File: config.mk
export PLATFORM = sky130hd
export DESIGN_NAME = popcount_window_accum
export DESIGN_NICKNAME = d
export VERILOG_FILES = /design/src/rtl/popcount_window_accum.sv
export SDC_FILE = /design/constraint.sdc
export NUM_CORES = 1
export LEC_CHECK = 0
export CAP_MARGIN = 10
export CORE_MARGIN = 1
export CORE_UTILIZATION = 49
export DETAILED_ROUTE_END_ITERATION = 10
export GPL_ROUTABILITY_DRIVEN = 0
export PLACE_DENSITY = 0.77
export SYNTH_ARGS = -nofsm -noshare
export SYNTH_HDL_FRONTEND = slang
export SYNTH_SLANG_ARGS = --single-unit
File: constraint.sdc
create_clock -name clk -period 2.2 [get_ports clk]
set_clock_uncertainty 0.1 [all_clocks]
set_input_delay 0.22 -clock clk [delete_from_list [all_inputs] [get_ports clk]]
set_output_delay 0.22 -clock clk [all_outputs]
set_load 0.1 [all_outputs]
File: src/rtl/popcount_window_accum.sv
`default_nettype none
// ============================================================================
// Module      : popcount_window_accum
// Description : Window accumulator placed after the 4-input population-count
//               encoder. Accepts one-hot encoded counts (v=0, w=1, x=2, y=3,
//               z=4 ones) over a valid/ready handshake, sums WINDOW decoded
//               samples, then presents the window total on a held output
//               handshake until the consumer takes it.
//
// Parameters  : WINDOW    samples per window (>= 2)
//               SUM_W     width of the window total (2**SUM_W > 4*WINDOW)
//
// Ports       : clk        single clock, rising-edge
//               rst        asynchronous active-high reset
//               in_valid   upstream sample valid
//               in_ready   block can accept a sample (state decode)
//               v,w,x,y,z  one-hot count from the encoder
//               out_valid  window total available (state decode)
//               out_ready  downstream accepts the total
//               out_sum    window total, 0 .. 4*WINDOW
//               out_err    malformed sample seen in this window
//
// Build option: POPCOUNT_ONEHOT_CHECK_EN
//               defined   -> samples whose bit count is not exactly one
//                            contribute 0 and raise out_err for the window
//               undefined -> priority decode z>y>x>w>v, out_err tied to 0
//
// Revision    : 1.0  initial release
// ============================================================================
module popcount_window_accum #(
   parameter int WINDOW = 8,
   parameter int SUM_W  = 6
) (
   input  logic             clk,
   input  logic             rst,
   input  logic             in_valid,
   output logic             in_ready,
   input  logic             v,
   input  logic             w,
   input  logic             x,
   input  logic             y,
   input  logic             z,
   output logic             out_valid,
   input  logic             out_ready,
   output logic [SUM_W-1:0] out_sum,
   output logic             out_err
);

   // Sample counter only needs to reach WINDOW-1 before the window closes.
   localparam int                c_cnt_w = $clog2(WINDOW);
   localparam logic [c_cnt_w-1:0] c_last  = c_cnt_w'(WINDOW - 1);

   typedef enum logic [0:0] {
      ST_ACCUM = 1'b0,
      ST_HOLD  = 1'b1
   } state_t;

   state_t               r_state;
   state_t               w_state_nxt;

   logic [c_cnt_w-1:0]   r_count;
   logic [SUM_W-1:0]     r_acc;
   logic [SUM_W-1:0]     r_out_sum;

   logic                 w_accept;
   logic                 w_last;
   logic                 w_release;
   logic [2:0]           w_val;
   logic [SUM_W-1:0]     w_acc_nxt;

   // -------------------------------------------------------------------------
   // Handshake decodes: purely from registered state, so there is no
   // combinational path from in_valid or out_ready to either ready/valid.
   // -------------------------------------------------------------------------
   assign in_ready  = (r_state == ST_ACCUM);
   assign out_valid = (r_state == ST_HOLD);

   assign w_accept  = in_valid & in_ready;
   assign w_last    = w_accept & (r_count == c_last);
   assign w_release = out_valid & out_ready;

   // -------------------------------------------------------------------------
   // Sample decode
   // -------------------------------------------------------------------------
`ifdef POPCOUNT_ONEHOT_CHECK_EN
   logic w_bad;

   // Only an exact one-hot pattern is a legal encoder output; anything else
   // counts toward the window with value 0 and marks the window as bad.
   always_comb begin
      w_val = 3'd0;
      w_bad = 1'b0;
      case ({z, y, x, w, v})
         5'b00001: w_val = 3'd0;
         5'b00010: w_val = 3'd1;
         5'b00100: w_val = 3'd2;
         5'b01000: w_val = 3'd3;
         5'b10000: w_val = 3'd4;
         default:  w_bad = 1'b1;
      endcase
   end
`else
   // Without checking, the highest asserted line wins; all-zero decodes to 0.
   always_comb begin
      w_val = 3'd0;
      casez ({z, y, x, w, v})
         5'b1????: w_val = 3'd4;
         5'b01???: w_val = 3'd3;
         5'b001??: w_val = 3'd2;
         5'b0001?: w_val = 3'd1;
         5'b00001: w_val = 3'd0;
         default:  w_val = 3'd0;
      endcase
   end
`endif

   // The SUM_W constraint guarantees this sum never wraps within a window.
   assign w_acc_nxt = r_acc + SUM_W'(w_val);

   // -------------------------------------------------------------------------
   // FSM: state register
   // -------------------------------------------------------------------------
   always_ff @(posedge clk or posedge rst) begin
      if (rst) begin
         r_state <= ST_ACCUM;
      end else begin
         r_state <= w_state_nxt;
      end
   end

   // -------------------------------------------------------------------------
   // FSM: next state
   // -------------------------------------------------------------------------
   always_comb begin
      w_state_nxt = r_state;
      case (r_state)
         ST_ACCUM: begin
            if (w_last) begin
               w_state_nxt = ST_HOLD;
            end
         end
         ST_HOLD: begin
            if (out_ready) begin
               w_state_nxt = ST_ACCUM;
            end
         end
         default: begin
            w_state_nxt = ST_ACCUM;
         end
      endcase
   end

   // -------------------------------------------------------------------------
   // Window datapath. Counter and accumulator are cleared when the held
   // total is released rather than at close, so the first sample of the
   // next window can only be taken the cycle after HOLD exits.
   // -------------------------------------------------------------------------
   always_ff @(posedge clk or posedge rst) begin
      if (rst) begin
         r_count   <= '0;
         r_acc     <= '0;
         r_out_sum <= '0;
      end else if (w_accept) begin
         r_count <= r_count + c_cnt_w'(1);
         r_acc   <= w_acc_nxt;
         if (w_last) begin
            r_out_sum <= w_acc_nxt;
         end
      end else if (w_release) begin
         r_count <= '0;
         r_acc   <= '0;
      end
   end

   assign out_sum = r_out_sum;

   // -------------------------------------------------------------------------
   // Integrity flag
   // -------------------------------------------------------------------------
`ifdef POPCOUNT_ONEHOT_CHECK_EN
   logic r_err;
   logic r_out_err;

   always_ff @(posedge clk or posedge rst) begin
      if (rst) begin
         r_err     <= 1'b0;
         r_out_err <= 1'b0;
      end else if (w_accept) begin
         r_err <= r_err | w_bad;
         // The closing sample's own status is folded into the reported flag.
         if (w_last) begin
            r_out_err <= r_err | w_bad;
         end
      end else if (w_release) begin
         r_err <= 1'b0;
      end
   end

   assign out_err = r_out_err;
`else
   assign out_err = 1'b0;
`endif

endmodule
`default_nettype wire

==> flow_metrics.tcl, run 1 <==
set metrics [dict create \
    status "complete, no violations" \
    dr.pass1.iters 4 \
    slew_headroom_pct 58.87 \
    layout_common_cells "nand2_1, dfrtp_1, buf_4" \
    track_usage_pct 18.83 \
    area_growth_pct 22.51 \
    cts.path.max_buffers 2 \
    rows 14 \
    synth_top_family_by_area "simple AND/OR/NAND/NOR gates" \
    synthXorXnorAreaFrac_pct 5.051 \
    place_hpwl_um 1088 \
    synth-main-ff-cell "dfrtp_1" \
    io_pins 18 \
    yosysWarnings 0 \
    grt.overflow.total 0 \
    path_cells "clkdlybuf4s50_1 -> inv_1 -> a21oi_1 -> nor2_1 -> ha_1 -> inv_1 -> fa_1 -> nor2b_1 -> o21ai_0 -> xor2_1 -> o21ai_0" \
    dieHeight_um 44.07 \
    cts-root-buf "clkbuf_4" \
    setup_tns_ns 0 \
    syn_area_per_cell_um2 9.742 \
    slew_viol_final 0 \
    nFillCells 138 \
    setup.worst_path.start_class "input pin" \
    layout.nets 125 \
    cts.sinks 16 \
    p_leak_nw 0.5101 \
    path_buf_inv 3 \
    grt_pass1_vias 625 \
    p_total_mw 1.652 \
    wl_per_cell_um 11.50 \
    r2r_start "r_acc[0]" \
    timing.final.crit_share_pct 88.38 \
    cts_setup_buffers 0 \
    synth_top_area_share_pct 46.18 \
    ys_seq_area_share_pct 46.18 \
    critPathCapture "r_acc[4]" \
    synth_area_um2 867.1 \
    grt_pass1_wl_um 2608 \
    clkLatencyLatePin_ns 0.29 \
    initialDrtViolationCount 10 \
    fp.dieW_um 44.07 \
    rrSetupSlack_ns 0.43 \
    max_stage_delay_ns 0.42 \
    antenna_cells 0 \
    path_depth 11 \
    drive_gt1_share_pct 23.85 \
    vias 631 \
    cts_tree "built" \
    fmax_mhz 514.3 \
    h-tree-depth 1 \
    synthMuxAreaShare_pct 5.195 \
    cts_resized 0 \
    synth.distinct_cells 25 \
    synth_simple_gate_area_share_pct 14.14 \
    drc 0 \
    cts_buffers 3 \
    min-delay-path-class "in -> async" \
    critPathTopFamily "adder cells" \
    synth_area_leaders "dfrtp_1, nand2_1, ha_1" \
    yosys.area_share.adder_pct 9.524 \
    slowest_stage "clkdlybuf4s50_1" \
    critPathArrivalTime_ns 2.02 \
    antenna_found_initial 0 \
    setup_violations 0 \
    synth-compound-area-share_pct 13.85 \
    regArea_um2 401.6 \
    power_density_nw_per_um2 1555 \
    async_reset_ff_share_pct 100.0 \
    antenna_left 0 \
    path_class "in -> reg" \
    critical_path.startpoint "x" \
    final_common_cell "nand2_1" \
    max_cap_viol_count 0 \
    start_util_pct 55.00 \
    io_buffers 15 \
    drt-vias-per-instance 5.048 \
    period_minus_slack_ns 1.944 \
    ir_drop_mv 1.125 \
    synthesis.nets 104 \
    ys_ff_latch 16 \
    place_inst 121 \
    r2r_cells 7 \
    crit_fanout 2 \
    grt_max_degree 17 \
    hold_viol 0 \
    tightest_slew_ns 0.6162 \
    yosys.area.top_type "dfrtp_1" \
    wl_um 1438 \
    ctsHoldBuffers 0 \
    setup_ws_ns 0.2557 \
    finalNonFillerCells 125 \
    syn_inst 89 \
    synth_edf_count 0 \
    core_area_um2 1577 \
    rsz0062_at_grt "false" \
    multi_input_area_um2 417.9 \
    endpoint_kind "flip-flop" \
    crit_required_ns 2.27 \
    pre_cts_ws_ns -0.05982 \
    r2r-end "r_acc[4]" \
    dieArea_um2 1942 \
    clk_pin_slew_worst_paths_ns 0.10 \
]
kinds of logic after synthesis:
logic type,after synthesis
simple gates,28
compound gates,20
flops,16
buf+inv,9
fa+ha+maj,6
xor+xnor,5
mux,4
other cells,1
metrics by stage:
stage	util, %	cell area [um^2]	hold WS, ns
finish	67.38	1062	0.1949
global route	67.38	1062	0.2422
CTS	67.38	1062	0.2076
detailed placement	65.08	1026	0.3674
global placement	65.08	1026	0.3635
floorplan	-	872.1	0.03367
how the worst min path moves through the flow:
stage                 end  slack, ns  cells past startpoint
2_1_floorplan  out_sum[0]       0.03                      1
3_5_place_dp   out_sum[5]       0.37                      2
4_1_cts          r_acc[1]       0.21                      2
3_3_place_gp   out_sum[4]       0.36                      2
6_report         r_acc[1]       0.19                      2
5_1_grt          r_acc[1]       0.24                      2
registers in the layout, summed over array words and instances (netlist names):
| register | count |
|---|---|
| out_sum | 6 |
| out_valid | 1 |
| r_acc | 6 |
| r_count | 3 |
final cells by class:
| type | count | share of cell area [%] |
|---|---|---|
| tap | 16 | 1.885 |
| sequential | 16 | 37.81 |
| multi-input combinational | 64 | 39.34 |
| inverter | 6 | 2.473 |
| timing repair buffer | 19 | 15.08 |
| clock buffer | 4 | 3.416 |
synth_stat cells, types with 2 or more instances:
| master | count |
|---|---|
| xor2_1 | 2 |
| ha_1 | 5 |
| a21oi_1 | 5 |
| inv_1 | 6 |
| nand3_1 | 2 |
| nand2_1 | 18 |
| o21ai_0 | 9 |
| o21ai_2 | 4 |
| xnor2_1 | 3 |
| dfrtp_1 | 16 |
| nor2_1 | 3 |
| mux2i_1 | 3 |
power by group:
group | leakage (nW) | internal, mW | switching, mW | total [mW]
combinational | 0.290 | 0.278 | 0.645 | 0.923
clock | 0.0210 | 0.101 | 0.0939 | 0.195
sequential | 0.200 | 0.426 | 0.108 | 0.534
total | 0.510 | 0.805 | 0.847 | 1.65
layer usage:
layer  GRT usage, %  routed length (um)  up-vias
li1               -                   -      328
met1          24.93                 660      285
met2          29.71                 681       14
met3          3.673                  69        4
met4          9.091                  25        0
met5              0                   0        -
Note: power is estimated with default switching activity, not from simulation.
==> inputs of run 2 (changes only) <==
- ABC_CLOCK_PERIOD_IN_PS: default -> 2200
- CORE_MARGIN: 1 -> 4
==> run 2 against run 1 <==
Register-to-register slack hardly changed. Die area rose by 29%. Total power grew 0.33%. Non-clock buffer count shrank 1. Worst hold slack worse by 0.0096 ns. Critical path type unchanged. Highest routed layer unchanged.
==> flow_metrics.tcl, run 2 (synthesis gave the netlist of run 1 again) <==
set metrics [dict create \
    ir_drop_mv 1.068 \
    regArea_um2 401.6 \
    power_density_nw_per_um2 1556 \
    wl_per_cell_um 11.67 \
    layout_common_cells "nand2_1, dfrtp_1, buf_4" \
    layout.nets 124 \
    place_hpwl_um 1216 \
    crit_required_ns 2.28 \
    slew_viol_final 0 \
    r2r_cells 7 \
    clkLatencyLatePin_ns 0.29 \
    fp.dieW_um 50.07 \
    cts_tree "built" \
    antenna_cells 0 \
    cts_resized 0 \
    final_common_cell "nand2_1" \
    slowest_stage "clkdlybuf4s50_1" \
    drt-vias-per-instance 4.705 \
    final_core_util_pct 66.80 \
    p_leak_nw 0.5052 \
    cts_setup_buffers 0 \
    dieHeight_um 50.07 \
    slew_headroom_pct 59.28 \
    min-delay-path-class "in -> async" \
    dieArea_um2 2507 \
    initialDrtViolationCount 3 \
    status "complete, no violations" \
    period_minus_slack_ns 1.945 \
    critPathArrivalTime_ns 2.02 \
    setup_violations 0 \
    r2r_start "r_acc[0]" \
    clk_pin_slew_worst_paths_ns 0.09 \
    cts.path.max_buffers 2 \
    ctsHoldBuffers 0 \
    io_buffers 15 \
    drc 0 \
    dr.pass1.iters 4 \
    wl_um 1540 \
    max_cap_viol_count 0 \
    io_pins 18 \
    path_depth 11 \
    setup.worst_path.start_class "input pin" \
    grt_pass1_wl_um 2697 \
    path_cells "clkdlybuf4s50_1 -> inv_1 -> a21oi_1 -> nor2_1 -> ha_1 -> inv_1 -> fa_1 -> nor2b_1 -> o21ai_0 -> xor2_1 -> o21ai_0" \
    endpoint_kind "flip-flop" \
    h-tree-depth 1 \
    timing.final.crit_share_pct 88.41 \
    nFillCells 123 \
    crit_fanout 2 \
    critPathTopFamily "adder cells" \
    rsz0062_at_grt "false" \
    antenna_found_initial 0 \
    area_growth_pct 22.80 \
    track_usage_pct 14.28 \
    tightest_slew_ns 0.6101 \
    grt.overflow.total 0 \
    path_class "in -> reg" \
    drive_gt1_share_pct 23.15 \
    cts.sinks 16 \
    rows 14 \
    core_area_um2 1594 \
    max_stage_delay_ns 0.42 \
    grt_pass1_vias 614 \
    vias 621 \
    multi_input_area_um2 417.9 \
    cts-root-buf "clkbuf_4" \
    critical_path.startpoint "x" \
    antenna_left 0 \
    fmax_mhz 514.1 \
    setup_tns_ns 0 \
    start_util_pct 54.40 \
    grt_max_degree 17 \
    cts_buffers 3 \
    path_buf_inv 3 \
    hold_viol 0 \
]
run 2: cell types whose count changed in the layout (fill, tap and decap cells not counted):
cell and change:
buf_4 -1
run 2: stage by stage:
| step | setup slack, ns | hold slack (ns) | instance area [um^2] | cells | power (mW) |
|---|---|---|---|---|---|
| after CTS | 0.2432 | 0.1959 | 1065 | 132 | 1.675 |
| after floorplan | 0.1004 | 0.03367 | 872.1 | 89 | 1.275 |
| after global placement | -0.03936 | 0.3631 | 1028 | 128 | 1.444 |
| after detailed placement | -0.07923 | 0.3683 | 1028 | 128 | 1.473 |
| after global routing | 0.1047 | 0.2333 | 1065 | 132 | 1.772 |
| final | 0.2550 | 0.1853 | 1065 | 132 | 1.657 |
run 2: layout make-up:
cell class | count | share of cell area, %
inverters | 6 | 2.468
flip-flops and latches | 16 | 37.72
multi-input cells | 64 | 39.25
well taps | 24 | 2.820
repair buffers | 18 | 14.34
clock buffers | 4 | 3.408
run 2: per-layer routing:
layer  GRT usage, %  vias to the layer above  share of wire (%)
li1               -                      328                  -
met1          17.29                      275                 45
met2          23.70                       16                 49
met3          3.916                        2                5.3
met4          5.530                        0                1.1
met5              0                        -                  0
run 2: path summary, 6_finish.rpt:
kind                                    to  slack (ns)
worst max-delay path              r_acc[4]        0.25
max in group asynchronous        out_valid        1.38
worst min-delay path            out_sum[4]        0.19
worst min register to register  out_sum[1]        0.38
worst max register to register    r_acc[4]        0.43
min in group clk                out_sum[1]        0.38
run 2: where the power goes:
part           total (mW)  internal, mW  switching (mW)  leakage (nW)
Combinational       0.923         0.273           0.649         0.285
Clock               0.197         0.101          0.0961        0.0210
Sequential          0.537         0.426           0.111         0.200
Total                1.66         0.800           0.857         0.505
==> inputs of run 3 (changes only) <==
- HOLD_SLACK_MARGIN: default -> 0.1
- SETUP_SLACK_MARGIN: default -> 0.5
==> run 3 against run 2 <==
Die area stayed put. Highest routed layer unchanged. Final cell count is 2.3% higher. Clock-buffer cell count stayed put. Total power is 4.9% higher. Global-route usage is 2.2 points higher. Sequential power hardly changed. Utilization is 2.8 points higher. Wire length is 18% higher. First-iteration DRC count grew to 6.7 times the previous value. Clock power is 4% higher. Critical path depth is 4 lower. Combinational power is 7.6% higher.
==> flow_metrics.tcl, run 3 (synthesis gave the netlist of run 1 again) <==
set metrics [dict create \
    hold_viol 0 \
    cts-root-buf "clkbuf_4" \
    regArea_um2 404.1 \
    slew_viol_final 0 \
    path_buf_inv 1 \
    nFillCells 121 \
    ctsHoldBuffers 0 \
    antenna_cells 0 \
    cts.path.max_buffers 2 \
    antenna_left 0 \
    place_hpwl_um 1287 \
    clk_pin_slew_worst_paths_ns 0.10 \
    slew_headroom_pct 53.75 \
    rsz0062_at_grt "true" \
    grt_use_met3_pct 3.614 \
    start_util_pct 54.40 \
    grtUsageMet2_pct 27.17 \
    path_class "reg -> reg" \
    h-tree-depth 1 \
    vias 677 \
    critPathArrivalTime_ns 1.81 \
    gr-usage-met1_pct 19.62 \
    finalNonFillerCells 135 \
    drive_gt1_share_pct 32.43 \
    critPathTopFamily "adder cells" \
    endpoint_kind "flip-flop" \
    timing.final.crit_share_pct 78.09 \
    period_minus_slack_ns 1.718 \
    track_usage_pct 16.45 \
    antenna_found_initial 0 \
    wl_um 1817 \
    dr.pass1.iters 4 \
    place_inst 127 \
    cts_tree "built" \
    dieArea_um2 2507 \
    setup_ws_ns 0.4819 \
    rows 14 \
    wl_per_cell_um 13.46 \
    max_stage_delay_ns 0.37 \
    rrSetupSlack_ns 0.48 \
    drc 0 \
    io_buffers 15 \
    min-delay-path-class "in -> async" \
    p_leak_nw 0.5231 \
    crit_required_ns 2.29 \
    pre_cts_ws_ns -0.1417 \
    cts.sinks 16 \
    layout_common_cells "nand2_1, dfrtp_1, buf_4" \
    gr-max-usage-layer "met2" \
    grt_pass1_wl_um 3036 \
    status "complete, no violations" \
    fp.dieW_um 50.07 \
    grt_pass1_vias 688 \
    core_area_um2 1594 \
    grt_max_degree 17 \
    clkLatencyLatePin_ns 0.30 \
    ir_drop_mv 0.9081 \
    drt-vias-per-instance 5.015 \
    final_common_cell "nand2_1" \
    multi_input_area_um2 441.7 \
    slowest_stage "dfrtp_1" \
    setup.worst_path.start_class "flip-flop" \
    path_cells "ha_2 -> inv_2 -> fa_2 -> nor2b_1 -> o21ai_1 -> xor2_1 -> o21ai_2" \
    grt.overflow.total 0 \
    crit_fanout 2 \
    setup_violations 0 \
    layout.nets 127 \
    tightest_slew_ns 0.6865 \
    dieHeight_um 50.07 \
    max_cap_viol_count 0 \
    power_density_nw_per_um2 1566 \
    cts_buffers 3 \
    initialDrtViolationCount 20 \
    io_pins 18 \
    fmax_mhz 582.0 \
    area_growth_pct 27.99 \
]
run 3: changes by cell type in the layout (fill, tap and decap cells not counted), moves of 2 or more:
cell,change
clkdlybuf4s50_1,-4
a21oi_1,-3
a21oi_2,+3
buf_4,+3
dlygate4sd2_1,+3
o21ai_0,-2
o21ai_1,+2
run 3: report_power, final:
| group | total, mW | internal [mW] | leakage [nW] | switching, mW |
|---|---|---|---|---|
| Sequential | 0.540 | 0.428 | 0.199 | 0.113 |
| Combinational | 0.993 | 0.311 | 0.303 | 0.682 |
| Clock | 0.204 | 0.101 | 0.0210 | 0.103 |
run 3: area by class of cell:
cell class              count  area share [%]
inverters                   6           2.368
repair buffers             21           15.45
clock buffers               4           3.269
flip-flops and latches     16           36.42
well taps                  24           2.706
multi-input cells          64           39.80
run 3: through the flow:
stage / power, mW / hold WS, ns / setup TNS [ns] / instance area [um^2] / utilization [%]
after floorplan: 1.289 / 0.03376 / 0 / 889.6 / -
after global placement: 1.460 / 0.3629 / -0.2183 / 1030 / 64.60
after detailed placement: 1.487 / 0.3686 / -0.4030 / 1030 / 64.60
after CTS: 1.714 / 0.2181 / 0 / 1095 / 68.68
after global routing: 1.844 / 0.2269 / 0 / 1110 / 69.62
final: 1.738 / 0.1806 / 0 / 1110 / 69.62
run 3: timing repair:
| item | in CTS | in global routing |
|---|---|---|
| gates cloned | 0 | 0 |
| setup buffers | 2 | 2 |
| gates resized for setup | 14 | 0 |
| pin swaps | 8 | 3 |
| setup endpoints to repair | 8 | 4 |
run 3: worst paths after layout:
| check | from | depth (start not counted) | end |
|---|---|---|---|
| min in group clk | out_sum[2] | 2 | out_sum[2] |
| worst max-delay path | r_acc[0] | 7 | out_sum[4] |
| max in group asynchronous | rst | 2 | out_valid |
| worst min register to register | out_sum[2] | 2 | out_sum[2] |
| worst min-delay path | rst | 2 | r_acc[4] |
| worst max register to register | r_acc[0] | 7 | out_sum[4] |
run 3: metal layers:
metal / up-vias / share of wire, % / wire (um)
li1: 334 / - / -
met1: 321 / 46 / 828
met2: 16 / 47 / 859
met3: 6 / 4.2 / 77
met4: 0 / 2.9 / 53
met5: - / 0 / 0
